==> src/rtl/pipelined_main_control.sv <==
// pipelined_main_control
//   ID-stage control unit for the 5-stage pipelined CPU. Decodes the opcode
//   into per-stage flags and one-hot branch/jump strobes, carries the flags
//   down a chain of stage registers (stage 0 = EX), and sequences LDW/SDW as
//   two back-to-back micro-ops by holding the PC for one cycle.
//
// Ports
//   clk, reset            rising-edge clock, asynchronous active-high reset
//   opcode                opcode of the instruction in IF/ID
//   valid_in              IF/ID holds a real instruction
//   stall / flush         load-use bubble / kill ID instruction
//   turn_off              halt request (exit only by reset)
//   id_flags              decoded, gated flags of the current ID micro-op
//   stage_flags           stage k at [k*FLAG_W +: FLAG_W]
//   bz..call              one-hot branch-type strobes (gated)
//   pc_hold               freeze PC and IF/ID (first LDW/SDW micro-op)
//   dw_second             current ID micro-op is the second word
//   halted                in HALT state
//   illegal_op/_seen      only with ILLEGAL_TRAP_EN defined
//
// Optional feature macro: ILLEGAL_TRAP_EN
module pipelined_main_control #(
  parameter int unsigned         OPCODE_W   = 6,
  parameter int unsigned         FLAG_W     = 8,
  parameter int unsigned         PIPE_DEPTH = 3,
  parameter logic [OPCODE_W-1:0] DW_LD_OPC  = 'h08,
  parameter logic [OPCODE_W-1:0] DW_ST_OPC  = 'h09
) (
  input  logic                         clk,
  input  logic                         reset,
  input  logic [OPCODE_W-1:0]          opcode,
  input  logic                         valid_in,
  input  logic                         stall,
  input  logic                         flush,
  input  logic                         turn_off,
  output logic [FLAG_W-1:0]            id_flags,
  output logic [PIPE_DEPTH*FLAG_W-1:0] stage_flags,
  output logic                         bz,
  output logic                         bgz,
  output logic                         blz,
  output logic                         jr,
  output logic                         jump,
  output logic                         call,
  output logic                         pc_hold,
  output logic                         dw_second,
`ifdef ILLEGAL_TRAP_EN
  output logic                         illegal_op,
  output logic                         illegal_seen,
`endif
  output logic                         halted
);

  typedef enum logic [1:0] {RUN, DW2, HALT} state_t;

  state_t             state, state_nxt;
  logic               op_defined;
  logic               is_dw;
  logic               gate;
  logic [7:0]         raw_flags;
  logic [5:0]         raw_strobe;
  logic [FLAG_W-1:0]  stage_q [PIPE_DEPTH];

  assign op_defined = ((opcode >> 4) == '0);
  assign is_dw      = op_defined && (opcode == DW_LD_OPC || opcode == DW_ST_OPC);

  always_comb begin
    raw_flags  = '0;
    raw_strobe = '0;
    if (op_defined) begin
      if (opcode == DW_LD_OPC) begin
        raw_flags = 8'h3D;
      end else if (opcode == DW_ST_OPC) begin
        raw_flags = 8'h5A;
      end else begin
        case (opcode[3:0])
          4'h0, 4'h1, 4'h2, 4'h3: raw_flags = 8'h20;
          4'h4, 4'h5:             raw_flags = 8'h38;
          4'h6:                   raw_flags = 8'h3D;
          4'h7:                   raw_flags = 8'h5A;
          4'hA: begin raw_flags = 8'h98; raw_strobe = 6'b100000; end
          4'hB: begin raw_flags = 8'h98; raw_strobe = 6'b010000; end
          4'hC: begin raw_flags = 8'h98; raw_strobe = 6'b001000; end
          4'hD: begin raw_flags = 8'h98; raw_strobe = 6'b000100; end
          4'hE:                   raw_strobe = 6'b000010;
          4'hF:                   raw_strobe = 6'b000001;
          default:                raw_flags = 8'h00;
        endcase
      end
    end
  end

  assign gate     = valid_in && !stall && !flush && (state != HALT);
  assign id_flags = gate ? FLAG_W'(raw_flags) : '0;
  assign {bz, bgz, blz, jr, jump, call} = gate ? raw_strobe : 6'b000000;

  assign halted    = (state == HALT);
  assign dw_second = (state == DW2);
  // pc_hold mirrors exactly the RUN->DW2 transition condition
  assign pc_hold   = (state == RUN) && valid_in && is_dw && !stall && !flush && !turn_off;

  always_comb begin
    state_nxt = state;
    if (turn_off) begin
      state_nxt = HALT;
    end else begin
      case (state)
        RUN:     if (valid_in && is_dw && !stall && !flush) state_nxt = DW2;
        DW2:     if (flush || !stall) state_nxt = RUN;
        HALT:    state_nxt = HALT;
        default: state_nxt = RUN;
      endcase
    end
  end

  always_ff @(posedge clk or posedge reset) begin
    if (reset) state <= RUN;
    else       state <= state_nxt;
  end

  // Stage chain is never frozen: bubbles come from the already-gated id_flags.
  always_ff @(posedge clk or posedge reset) begin
    if (reset) begin
      for (int unsigned k = 0; k < PIPE_DEPTH; k++) stage_q[k] <= '0;
    end else begin
      stage_q[0] <= id_flags;
      for (int unsigned k = 1; k < PIPE_DEPTH; k++) stage_q[k] <= stage_q[k-1];
    end
  end

  for (genvar g = 0; g < PIPE_DEPTH; g++) begin : g_stage_out
    assign stage_flags[g*FLAG_W +: FLAG_W] = stage_q[g];
  end

`ifdef ILLEGAL_TRAP_EN
  assign illegal_op = valid_in && (state != HALT) && !op_defined;

  always_ff @(posedge clk or posedge reset) begin
    if (reset)           illegal_seen <= 1'b0;
    else if (illegal_op) illegal_seen <= 1'b1;
  end
`endif

endmodule

==> config.mk <==
export PLATFORM = sky130hd
export DESIGN_NAME = pipelined_main_control
export DESIGN_NICKNAME = d
export VERILOG_FILES = /design/src/rtl/pipelined_main_control.sv
export SDC_FILE = /design/constraint.sdc
export NUM_CORES = 1
export LEC_CHECK = 0
export ABC_AREA = 1
export CORE_MARGIN = 8
export CORE_UTILIZATION = 33
export CTS_CLUSTER_DIAMETER = 30
export CTS_CLUSTER_SIZE = 12
export DETAILED_ROUTE_END_ITERATION = 10
export PLACE_DENSITY = 0.85
export SLEW_MARGIN = 30
export SYNTH_ARGS = -nofsm -noshare
export SYNTH_HDL_FRONTEND = slang
export SYNTH_SLANG_ARGS = --single-unit
export TNS_END_PERCENT = 100
==> constraint.sdc <==
create_clock -name clk -period 2.3 [get_ports clk]
set_clock_uncertainty 0.05 [all_clocks]
set_input_delay 0.23 -clock clk [delete_from_list [all_inputs] [get_ports clk]]
set_output_delay 0.23 -clock clk [all_outputs]
set_load 0.02 [all_outputs]
==> flow_summary.html <==
<table>
<tr><th>Metric</th><th>Value</th></tr>
<tr><th colspan="2">Status</th></tr>
<tr><td>Status</td><td>complete, no violations</td></tr>
<tr><th colspan="2">Logic synthesis</th></tr>
<tr><td>Synth Area per Inst</td><td>about 8.5 um2</td></tr>
<tr><td>Main synth FF type</td><td>sky130_fd_sc_hd__dfrtp_1</td></tr>
<tr><td>Proportion of synthesized chip area in sequential cells</td><td>49.3%</td></tr>
<tr><td>Distinct cells, synth</td><td>16</td></tr>
<tr><td>Number of enable-type register cells in the synthesized netlist</td><td>0</td></tr>
<tr><td>Cell types with the highest counts after synthesis</td><td>sky130_fd_sc_hd__nand2_1, sky130_fd_sc_hd__dfrtp_1, sky130_fd_sc_hd__nor2_1</td></tr>
<tr><td>Portion of synthesized cell area occupied by the leading cell type</td><td>approximately half</td></tr>
<tr><td>Async set or reset register ratio after synthesis</td><td>100%</td></tr>
<tr><td>Synth Warn #</td><td>0</td></tr>
<tr><td>Cell type contributing the most total cell area after synthesis</td><td>sky130_fd_sc_hd__dfrtp_1</td></tr>
<tr><td>Register bit count reported by yosys</td><td>17</td></tr>
<tr><td>Gate count of the mapped netlist</td><td>between 100 and 150</td></tr>
<tr><td>Synthesized netlist net count</td><td>around 110</td></tr>
<tr><td>Netlist area before placement</td><td>roughly 860 um2</td></tr>
<tr><td>Most frequent cell after synthesis</td><td>sky130_fd_sc_hd__nand2_1</td></tr>
<tr><td>Ranking of synthesized cells by area</td><td>sky130_fd_sc_hd__dfrtp_1, sky130_fd_sc_hd__buf_4, sky130_fd_sc_hd__nand2_1, sky130_fd_sc_hd__nor2_1, sky130_fd_sc_hd__inv_1</td></tr>
<tr><th colspan="2">Critical path</th></tr>
<tr><td>Number of cells on the worst reg-to-reg path</td><td>5</td></tr>
<tr><td>Number of buffers and inverters on the critical path</td><td>4</td></tr>
<tr><td>Arrival time of the worst setup path</td><td>1930 ps</td></tr>
<tr><td>Worst reg2reg path endpoint</td><td>stage_flags[4]</td></tr>
<tr><td>Slowest stage delay, CP</td><td>approximately 610 ps</td></tr>
<tr><td>Most used cell along the critical path</td><td>sky130_fd_sc_hd__nand2_1</td></tr>
<tr><td>Cells along the critical path</td><td>clkdlybuf4s50_1 -&gt; inv_1 -&gt; nor2_1 -&gt; nand2_1 -&gt; nand2_1 -&gt; nand2_1 -&gt; inv_1 -&gt; clkdlybuf4s50_1</td></tr>
<tr><td>Required time worst endpoint</td><td>roughly 2000 ps</td></tr>
<tr><td>Critical path endpoint category</td><td>primary output</td></tr>
<tr><td>Critical-path cell with the highest stage delay</td><td>sky130_fd_sc_hd__clkdlybuf4s50_1</td></tr>
<tr><td>Family with the most delay on the worst path</td><td>buffers and inverters</td></tr>
<tr><td>Classification of the worst setup path</td><td>in2out</td></tr>
<tr><td>Worst reg2reg startpoint</td><td>state[1]</td></tr>
<tr><td>Element type at the critical path start</td><td>input port</td></tr>
<tr><td>Maximum fanout along the worst path</td><td>6</td></tr>
<tr><td>Register-to-register setup slack</td><td>about 1100 ps</td></tr>
<tr><th colspan="2">GRT</th></tr>
<tr><td>Overall track demand over capacity in global routing</td><td>under 10%</td></tr>
<tr><td>Initial antenna violation count</td><td>0</td></tr>
<tr><td>Global-route wire length before repair</td><td>3430 um</td></tr>
<tr><td>Vias in the first global route</td><td>roughly 770</td></tr>
<tr><td>Maximum number of pins on one net before global-route repair</td><td>18</td></tr>
<tr><td>Total gr overflow</td><td>0</td></tr>
<tr><th colspan="2">Placed design</th></tr>
<tr><td>Port buffer count</td><td>52</td></tr>
<tr><td>HPWL after DPL</td><td>approximately 2000 um</td></tr>
<tr><td>Worst setup slack after placement</td><td>-40.1 ps</td></tr>
<tr><td>RePlAce Congestion</td><td>0.898</td></tr>
<tr><th colspan="2">Timing</th></tr>
<tr><td>Worst slew pin tran</td><td>roughly 580 ps</td></tr>
<tr><td>Worst Hold Margin</td><td>approximately 280 ps</td></tr>
<tr><td>Highest attainable clock frequency</td><td>452 MHz</td></tr>
<tr><td>Number of pins with negative max-slew slack in the final report</td><td>0</td></tr>
<tr><td>Setup-violating endpoint count in the final report</td><td>0</td></tr>
<tr><td>Crit path time final</td><td>2210 ps</td></tr>
<tr><td>Unrepaired setup endpoints after global routing</td><td>no</td></tr>
<tr><td>Min setup slack post-route</td><td>between 80 and 90 ps</td></tr>
<tr><td>Number of hold-slack violations in the final timing report</td><td>0</td></tr>
<tr><td>Max_slew headroom</td><td>approximately 60%</td></tr>
<tr><td>Final Cycle Share</td><td>96.1%</td></tr>
<tr><th colspan="2">Clock tree</th></tr>
<tr><td>Sink count of the clock tree</td><td>17</td></tr>
<tr><td>Buffer count from post-CTS setup fixing</td><td>0</td></tr>
<tr><td>CTS H-tree depth</td><td>1</td></tr>
<tr><td>Hold buffer count at cts</td><td>0</td></tr>
<tr><td>Master cell of the clock root buffer</td><td>sky130_fd_sc_hd__clkbuf_4</td></tr>
<tr><td>Source-to-sink clock delay at the later pin of the worst-skew pair</td><td>around 270 ps</td></tr>
<tr><td>Clock tree buffer depth</td><td>2</td></tr>
<tr><td>Clock tree from TritonCTS</td><td>yes</td></tr>
<tr><td>Clock-pin slew on the worst setup and hold paths</td><td>80 ps</td></tr>
<tr><td>Number of buffers created by CTS</td><td>3</td></tr>
<tr><th colspan="2">Die</th></tr>
<tr><td>Core box area</td><td>around 2500 um2</td></tr>
<tr><td>Row Count</td><td>18</td></tr>
<tr><td>Die Area</td><td>4500 um2</td></tr>
<tr><td>IO Pins</td><td>between 50 and 60</td></tr>
<tr><td>Die extent in y</td><td>around 67 um</td></tr>
<tr><td>Horiz. Die Dim</td><td>~67 um</td></tr>
<tr><td>Initial cell density of the core</td><td>a little over a third</td></tr>
<tr><th colspan="2">Drt</th></tr>
<tr><td>Length of the first detailed-routing pass in iterations</td><td>4</td></tr>
<tr><td>Antenna-violating nets left</td><td>0</td></tr>
<tr><td>DR DRC count</td><td>0</td></tr>
<tr><td>Wirelength per Cell</td><td>approximately 13 um</td></tr>
<tr><td>Routed Wire Length</td><td>2230 um</td></tr>
<tr><td>Vias per cell</td><td>approximately 4.5</td></tr>
<tr><td>Number of vias after detailed routing</td><td>slightly below 800</td></tr>
<tr><td>Initial DRC Count</td><td>29</td></tr>
<tr><th colspan="2">Pwr</th></tr>
<tr><td>Gate power share</td><td>11.6%</td></tr>
<tr><td>Clock Power Share</td><td>28.4%</td></tr>
<tr><td>PwrDens</td><td>360 nW/um2</td></tr>
<tr><td>Power Internal</td><td>around 0.4 mW</td></tr>
<tr><td>Pleak</td><td>0.851 nW</td></tr>
<tr><td>Portion of total power attributed to sequential cells</td><td>roughly 60%</td></tr>
<tr><td>Switch share</td><td>a little over a fifth</td></tr>
<tr><td>Switching power summed over all nets</td><td>~0.11 mW</td></tr>
<tr><td>Maximum resistive drop on vdd</td><td>around 0.22 mV</td></tr>
<tr><th colspan="2">Hold path</th></tr>
<tr><td>Type of the most critical hold path</td><td>in2async</td></tr>
<tr><th colspan="2">Flow run</th></tr>
<tr><td>Max-Cap Viols</td><td>0</td></tr>
<tr><th colspan="2">Finish</th></tr>
<tr><td>Fraction of final layout cells with drive strength greater than 1</td><td>a little under an eighth</td></tr>
<tr><td>Count of inserted antenna diode cells</td><td>0</td></tr>
<tr><td>Area Overhead vs Synth</td><td>60.5%</td></tr>
<tr><td>Post-layout net count</td><td>around 160</td></tr>
<tr><td>Register area</td><td>425 um2</td></tr>
<tr><td>Area taken by multi-input logic gates</td><td>279 um2</td></tr>
<tr><td>Total of fill cells in the finished design</td><td>roughly 230</td></tr>
</table>
## metal layers
| metal | vias to the layer above | track usage [%] | share of wire, % |
|---|---|---|---|
| li1 | 380 | - | - |
| met2 | 51 | 16.6 | 46 |
| met3 | 2 | 4.03 | 14 |
| met1 | 351 | 10.0 | 39 |
| met5 | - | 0 | 0 |
| met4 | 0 | 3.92 | 0.99 |
## worst register-to-register path: stages, from the launching register on
cell,delay [ps]
sky130_fd_sc_hd__dfrtp_1,410
sky130_fd_sc_hd__nand2_1,170
sky130_fd_sc_hd__nand2_4,90
sky130_fd_sc_hd__nor2_8,170
sky130_fd_sc_hd__inv_2,50
sky130_fd_sc_hd__nor2_1,190
## cells by family (layout without fill, tap and decap cells)
logic type | count (synthesis) | in the layout | share of synthesized area, %
flip-flops | 17 | 17 | 49.3
AND/OR/NAND/NOR | 53 | 53 | 31.8
AO/OA/AOI/OAI | 1 | 1 | 0.580
buffers and inverters | 30 | 75 | 18.3
## timing repair
action | CTS | global route
endpoints found under the setup margin | 4 | 10
resized for setup | 4 | 10
endpoints found under the hold margin | 0 | 0
gates cloned | 0 | 0
## cell type report
type	instances	share of cell area, %
clock buffers	4	1.90
inverters	18	4.88
multi-input cells	54	20.2
flip-flops and latches	17	30.7
well taps	30	2.71
repair buffers	53	39.6
## how the worst max path moves through the flow
stage	from	end	slack (ps)	cells past startpoint
CTS	stall	id_flags[7]	20	6
finish	opcode[1]	id_flags[2]	90	8
detailed placement	stall	id_flags[4]	-40	6
floorplan	state[1]	id_flags[4]	660	6
global route	opcode[1]	id_flags[2]	3	8
global placement	stall	id_flags[3]	30	6
## flip-flops by register name, indices dropped and copies added (netlist names)
signal,flops
stage_flags,15
state,2
## placed cells by master (no fill, tap or decap)
master	count
sky130_fd_sc_hd__clkbuf_1	1
sky130_fd_sc_hd__nand2_4	1
sky130_fd_sc_hd__dlygate4sd2_1	4
sky130_fd_sc_hd__nand3_2	1
sky130_fd_sc_hd__nor2_1	16
sky130_fd_sc_hd__dfrtp_1	17
sky130_fd_sc_hd__nand2_2	4
sky130_fd_sc_hd__nand4_1	1
sky130_fd_sc_hd__dlymetal6s2s_1	10
sky130_fd_sc_hd__nor2_2	1
sky130_fd_sc_hd__nor2_4	2
sky130_fd_sc_hd__nand2_1	18
sky130_fd_sc_hd__inv_2	3
sky130_fd_sc_hd__clkdlybuf4s50_1	38
sky130_fd_sc_hd__clkbuf_4	3
sky130_fd_sc_hd__nand3b_1	2
sky130_fd_sc_hd__o21ai_1	1
sky130_fd_sc_hd__buf_4	1
sky130_fd_sc_hd__nand3_1	6
sky130_fd_sc_hd__inv_1	15
sky130_fd_sc_hd__nor2_8	1
## power groups by stage
| stage | registers [mW] | clock network [mW] | logic (mW) |
|---|---|---|---|
| global route | 0.299 | 0.168 | 0.0648 |
| floorplan | 0.305 | 0 | 0.0270 |
| detailed placement | 0.305 | 0 | 0.0578 |
| global placement | 0.305 | 0 | 0.0559 |
| CTS | 0.299 | 0.149 | 0.0580 |
| finish | 0.299 | 0.142 | 0.0578 |
## per-stage QoR
| stage | std cells | setup TNS, ps | power [mW] | utilization, % | area (um2) |
|---|---|---|---|---|---|
| 2_1_floorplan | 101 | 0 | 0.332 | - | 862 |
| 3_3_place_gp | 172 | 0 | 0.360 | 54.0 | 1340 |
| 3_5_place_dp | 172 | -105 | 0.362 | 54.0 | 1340 |
| 4_1_cts | 176 | 0 | 0.506 | 54.8 | 1360 |
| 5_1_grt | 176 | 0 | 0.532 | 55.9 | 1380 |
| 6_report | 176 | 0 | 0.498 | 55.9 | 1380 |
Power figures use the tool's default switching activity.
